--- src/rtl/maxpool_ctrl.sv ---
// maxpool_ctrl: streaming 2x2 max-pool controller over a raster-order frame.
//
// An even row is stored in a one-row line buffer. The following odd row is
// pooled against it two pixels at a time: the left pixel of each pair is held
// in a register, and the right pixel completes the 2x2 window. The window max
// goes into a single output register that has a ready/valid handshake.
//
// Parameters
//   DATA_WIDTH : pixel width (the default of 8 follows cnn_defs.svh)
//   MAX_COLS   : maximum frame width in pixels (even)
//   DIM_W      : width of the dimension fields (>= clog2(MAX_COLS)+1)
//
// Ports
//   clk, rst             : single rising-edge clock, synchronous active-high reset
//   start                : one-cycle pulse; latches cfg_cols/cfg_rows and begins a frame
//   cfg_cols, cfg_rows   : frame width and height (odd values are rounded down,
//                          and the width is clamped to MAX_COLS)
//   in_data/in_valid/in_ready    : raster-order input pixel stream
//   out_data/out_valid/out_ready : pooled output stream
//   out_last             : marks the final pooled value of the frame
//   busy                 : high whenever the FSM is not idle
//   done                 : one-cycle pulse when the final pooled value is accepted
//   stall_cnt            : count of output back-pressure cycles
//
// Optional feature: define MAXPOOL_STALL_CNT_EN to build the back-pressure
// counter. Without that define, stall_cnt is tied to 0.

// 4-input unsigned max. On a tie it returns the shared value.
module maxpool_max4 #(
  parameter int W = 8
) (
  input  logic [W-1:0] a,
  input  logic [W-1:0] b,
  input  logic [W-1:0] c,
  input  logic [W-1:0] d,
  output logic [W-1:0] y
);
  logic [W-1:0] m_ab, m_cd;

  always_comb begin
    m_ab = (a >= b) ? a : b;
    m_cd = (c >= d) ? c : d;
    y    = (m_ab >= m_cd) ? m_ab : m_cd;
  end
endmodule

module maxpool_ctrl #(
  parameter int DATA_WIDTH = 8,
  parameter int MAX_COLS   = 64,
  parameter int DIM_W      = 7
) (
  input  logic                  clk,
  input  logic                  rst,
  input  logic                  start,
  input  logic [DIM_W-1:0]      cfg_cols,
  input  logic [DIM_W-1:0]      cfg_rows,
  input  logic [DATA_WIDTH-1:0] in_data,
  input  logic                  in_valid,
  output logic                  in_ready,
  output logic [DATA_WIDTH-1:0] out_data,
  output logic                  out_valid,
  input  logic                  out_ready,
  output logic                  out_last,
  output logic                  busy,
  output logic                  done,
  output logic [15:0]           stall_cnt
);

  localparam int AW = (MAX_COLS > 2) ? $clog2(MAX_COLS) : 1;
  localparam logic [DIM_W-1:0] MAX_COLS_D = DIM_W'(MAX_COLS);
  localparam logic [DIM_W-1:0] ONE        = DIM_W'(1);

  typedef enum logic [1:0] {IDLE, EVEN_ROW, ODD_ROW, FLUSH} state_t;

  state_t state, state_nxt;

  logic [DIM_W-1:0]      cols_q, rows_q;
  logic [DIM_W-1:0]      col, row;
  logic [DIM_W-1:0]      cols_clamp;
  logic                  start_ok, in_fire, out_fire, pool_fire;
  logic                  col_end, row_end;
  logic [AW-1:0]         col_idx, col_even;
  logic [DATA_WIDTH-1:0] lbuf [MAX_COLS];
  logic [DATA_WIDTH-1:0] hold_q, pool_max;

  // The start qualification looks at the raw inputs. A width or height below
  // 2 cannot form a single window, so that start is dropped.
  always_comb begin
    cols_clamp = (cfg_cols > MAX_COLS_D) ? MAX_COLS_D : cfg_cols;
    start_ok   = (state == IDLE) && start &&
                 (cfg_cols[DIM_W-1:1] != '0) && (cfg_rows[DIM_W-1:1] != '0);
    col_end    = (col == cols_q - ONE);
    row_end    = (row == rows_q - ONE);
    in_fire    = in_valid && in_ready;
    out_fire   = out_valid && out_ready;
    pool_fire  = in_fire && (state == ODD_ROW) && col[0];
    col_idx    = col[AW-1:0];
    col_even   = col_idx & ~AW'(1);
  end

  // When the bottom-right pixel is accepted, the window is
  // buf[col-1], buf[col], the held bottom-left pixel and the live pixel.
  maxpool_max4 #(.W(DATA_WIDTH)) u_max4 (
    .a (lbuf[col_even]),
    .b (lbuf[col_idx]),
    .c (hold_q),
    .d (in_data),
    .y (pool_max)
  );

  // FSM: state register
  always_ff @(posedge clk) begin
    if (rst) state <= IDLE;
    else     state <= state_nxt;
  end

  // FSM: next state
  always_comb begin
    state_nxt = state;
    case (state)
      IDLE:     if (start_ok)           state_nxt = EVEN_ROW;
      EVEN_ROW: if (in_fire && col_end) state_nxt = ODD_ROW;
      ODD_ROW:  if (in_fire && col_end) state_nxt = row_end ? FLUSH : EVEN_ROW;
      FLUSH:    if (out_fire)           state_nxt = IDLE;
      default:                          state_nxt = IDLE;
    endcase
  end

  // FSM: outputs. At the right pixel of a pair, the input is only taken when
  // the output register can drain in the same cycle. This gives full
  // throughput and never drops a pooled value.
  always_comb begin
    in_ready = 1'b0;
    busy     = (state != IDLE);
    done     = 1'b0;
    case (state)
      EVEN_ROW: in_ready = 1'b1;
      ODD_ROW:  in_ready = col[0] ? (!out_valid || out_ready) : 1'b1;
      FLUSH:    done     = out_fire;
      default:  ;
    endcase
  end

  // Counters, held pixel and output register
  always_ff @(posedge clk) begin
    if (rst) begin
      cols_q    <= '0;
      rows_q    <= '0;
      col       <= '0;
      row       <= '0;
      hold_q    <= '0;
      out_valid <= 1'b0;
      out_data  <= '0;
      out_last  <= 1'b0;
    end else begin
      if (start_ok) begin
        cols_q <= cols_clamp & ~ONE;
        rows_q <= cfg_rows & ~ONE;
        col    <= '0;
        row    <= '0;
      end
      if (in_fire) begin
        col <= col_end ? '0 : col + ONE;
        if (col_end) row <= row_end ? '0 : row + ONE;
      end
      if (in_fire && (state == ODD_ROW) && !col[0]) hold_q <= in_data;
      if (pool_fire) begin
        out_valid <= 1'b1;
        out_data  <= pool_max;
        out_last  <= row_end && col_end;
      end else if (out_fire) begin
        out_valid <= 1'b0;
        out_last  <= 1'b0;
      end
    end
  end

  // Line buffer: holds the even row. Reset does not clear it, because every
  // entry is rewritten before it is read again.
  always_ff @(posedge clk) begin
    if (in_fire && (state == EVEN_ROW)) lbuf[col_idx] <= in_data;
  end

`ifdef MAXPOOL_STALL_CNT_EN
  logic [15:0] stall_q;

  always_ff @(posedge clk) begin
    if (rst)
      stall_q <= '0;
    else if (start_ok)
      stall_q <= '0;
    else if (out_valid && !out_ready && (stall_q != 16'hFFFF))
      stall_q <= stall_q + 16'd1;
  end

  assign stall_cnt = stall_q;
`else
  assign stall_cnt = '0;
`endif

endmodule
--- config.mk ---
export PLATFORM = sky130hd
export DESIGN_NAME = maxpool_ctrl
export DESIGN_NICKNAME = d
export VERILOG_FILES = /design/src/rtl/maxpool_ctrl.sv
export SDC_FILE = /design/constraint.sdc
export NUM_CORES = 1
export LEC_CHECK = 0
export BUFFER_PORTS_ARGS = -buffer_cell sky130_fd_sc_hd__buf_2
export CORE_MARGIN = 1
export CORE_UTILIZATION = 58
export DETAILED_ROUTE_END_ITERATION = 10
export PLACE_DENSITY = 0.76
export SYNTH_ARGS = -nofsm -noshare
export SYNTH_HDL_FRONTEND = slang
export SYNTH_SLANG_ARGS = --single-unit
--- constraint.sdc ---
create_clock -name clk -period 8.3 [get_ports clk]
set_input_delay 0.83 -clock clk [delete_from_list [all_inputs] [get_ports clk]]
set_output_delay 0.83 -clock clk [all_outputs]
set_load 0.02 [all_outputs]
==> flow_summary.json <==
{
  "cp.required_ns": 8.80,
  "design_area_um2": 26500,
  "drt-wirelength-per-cell_um": 27.9,
  "peakVddDrop_uv": 166,
  "rsz0062_at_grt": "no",
  "grt_first_pass_wirelength_um": 83700,
  "gp_congestion": 0.892,
  "cts_tree": "built",
  "cts_resized": 0,
  "synth_cell_types": 72,
  "synth_area_per_cell_um2": 17.1,
  "multi_input_area_um2": 7040,
  "cts_hold_buf": 0,
  "clk_pin_slew_ns": 0.06,
  "vias": 13300,
  "mappedNetlistArea_um2": 24000,
  "fillers": 2731,
  "end_kind": "register",
  "r2r-end": "out_data[6]",
  "tightest_slew_ns": 1.13,
  "ios": 56,
  "synth_top_area_share_pct": 64.0,
  "max_cap_viol_count": 0,
  "antennaDiodeCount": 0,
  "yosys_warnings": 0,
  "dieArea_um2": 42300,
  "grt_overflow_total": 0,
  "setup.worst_path.end": "out_data[6]",
  "placed_cells": 1929,
  "synthTopCellsByCount": "edfxtp_1 (512), nor2_1 (119), mux4_2 (113)",
  "hp-class": "register to register",
  "clock-root-buffer": "clkbuf_16",
  "wl_um": 56800,
  "synth_edf_count": 512,
  "final_antenna_net_count": 0,
  "status": "complete, no violations",
  "post_dp_cell_area_um2": 24700,
  "yosysMostFrequentCell": "edfxtp_1",
  "synth.area.top_cells": "edfxtp_1 (64%), mux4_2 (11%), dfxtp_1 (4.3%), mux2i_1 (2.8%), mux4_1 (2.4%)",
  "startpoint_type": "register",
  "slew_headroom_pct": 24.5,
  "synth_flop_cell": "edfxtp_1",
  "reg2reg_slack_ns": 1.17,
  "synth_top_cell_by_area": "edfxtp_1",
  "portBuffers": 37,
  "drt_iter0_drc": 1745,
  "num_rows": 74,
  "cts_sinks": 564,
  "tns_ns": 0,
  "grt_use_total_pct": 27.7,
  "register_area_um2": 16400,
  "drive_above_1_share_pct": 18.3,
  "cellPowerDensity_nw_per_um2": 227,
  "p_leak_uw": 0.00848,
  "finClkSkew_ns": 0.0203,
  "cts_inserted_buffers": 55,
  "postCtsSetupBuffers": 0,
  "yosysSeqAreaShare_pct": 68.3,
  "htreeDepth": 2,
  "fin_crit_ns": 7.13,
  "dpl.hpwl_um": 35900,
  "synthCells": 1404,
  "area.growth.synth_to_final_pct": 10.2,
  "synthArstFlopShare_pct": 0,
  "core_um2": 40800,
  "initial_core_util_pct": 58.9,
  "grt_antenna_before_repair": 0,
  "path_class": "register to register",
  "fin_crit_sh_pct": 85.9,
  "vias_per_cell": 6.56,
  "grt_max_degree": 68,
  "final_cell_count_no_fill": 2032,
  "power.total_uw": 6010,
  "max_freq_mhz": 140,
  "ff2ff_path_depth": 22,
  "drc": 0,
  "drv_slew": 0,
  "critPathArrivalTime_ns": 7.63,
  "crit_fanout": 36,
  "worstSkewPairLatency_ns": 0.63,
  "finalSetupViolations": 0,
  "final-hold-violation-count": 0,
  "dr.pass1.iters": 7,
  "die_w_um": 206,
  "die_h_um": 206,
  "cts_buffer_depth": 3,
  "ys_ff_latch": 564,
  "nets": 1514,
  "first_global_vias": 12800
}
==> state kept, by name (all words and copies together), names as in the netlist, 2 cells and up, named ones only <==
register / flops
rows_q: 6
hold_q: 8
state: 2
row: 7
cols_q: 6
col: 7
out_data: 8
lbuf: 512
==> placed cells by master, fill, tap and decap left out, types with 20 or more instances in the layout <==
cell       Yosys  routed
ha_1          33      33
inv_1         28      28
nand3_1       30      30
clkbuf_16      0      55
buf_2         16      37
a21oi_1       45      45
a22oi_1       20      20
mux4_1        22      22
mux2i_1       67      67
buf_4         24      24
nor2_1       119     119
o21ai_0       29      29
nand2_1       60      60
edfxtp_1     512     512
mux4_2       113     113
dfxtp_1       52      50
==> kinds of logic after synthesis <==
group | after synthesis | synth area share (%)
compound gates | 182 | 5.24
xor+xnor | 15 | 0.547
fa+ha+maj | 33 | 1.72
buf+inv | 116 | 2.68
flops | 564 | 68.3
mux | 202 | 15.8
other cells | 1 | 0.0156
simple gates | 291 | 5.71
==> worst max-delay path: stages (launching register included) <==
cell	delay, ns
dfxtp_4	0.72
buf_12	0.35
buf_4	0.25
mux2i_1	0.24
a22oi_1	0.15
a22oi_1	0.25
o2111ai_1	0.19
a222oi_1	0.86
ha_1	0.28
nand2_1	0.05
o21ai_0	0.16
a41oi_1	0.17
o21bai_1	0.92
and2_1	0.26
a21oi_1	0.05
ha_1	0.28
nand2b_1	0.14
a211oi_1	0.22
o31ai_1	0.13
a311o_1	0.45
and3_1	0.27
a32o_1	0.28
or3_1	0.30
==> layout make-up <==
class / count / share of cell area [%]
clock buffers: 67 / 5.52
clock inverters: 36 / 1.36
inverters: 30 / 0.425
multi-input cells: 739 / 26.6
flip-flops and latches: 564 / 62.0
well taps: 532 / 2.51
repair buffers: 64 / 1.61
==> worst min-delay path by stage <==
| stage | from | to | slack [ns] | depth (start not counted) |
|---|---|---|---|---|
| after floorplan | hold_q[0] | hold_q[0] | 0.44 | 2 |
| after global placement | out_data[0] | out_data[0] | 0.43 | 2 |
| after detailed placement | out_data[0] | out_data[0] | 0.43 | 2 |
| after CTS | out_data[0] | out_data[0] | 0.44 | 2 |
| after global routing | cfg_rows[6] | rows_q[6] | 0.47 | 3 |
| final | out_data[0] | out_data[0] | 0.44 | 2 |
==> power breakdown <==
part / leakage, uW / internal, uW / total, uW / switching [uW]
Combinational: 0.00257 / 129 / 371 / 242
Clock: 0.000893 / 1440 / 2510 / 1060
Sequential: 0.00502 / 3110 / 3130 / 19.1
Total: 0.00848 / 4680 / 6010 / 1330
==> per-layer routing <==
| layer | share of wire (%) | global-route usage (%) | routed length [um] |
|---|---|---|---|
| met5 | 0 | 0 | 0 |
| met2 | 48 | 43.5 | 27300 |
| met1 | 41 | 39.7 | 23000 |
| met4 | 2.1 | 7.14 | 1210 |
| met3 | 9.2 | 5.92 | 5240 |
==> through the flow <==
step / hold WS (ns) / util (%) / worst slack (ns)
finish: 0.444 / 64.9 / 1.17
global route: 0.466 / 64.9 / 0.717
CTS: 0.444 / 64.9 / 1.23
detailed placement: 0.430 / 60.4 / 1.28
global placement: 0.430 / 60.4 / 1.24
floorplan: 0.436 / - / 2.68
(Power assumes the default switching activity.)
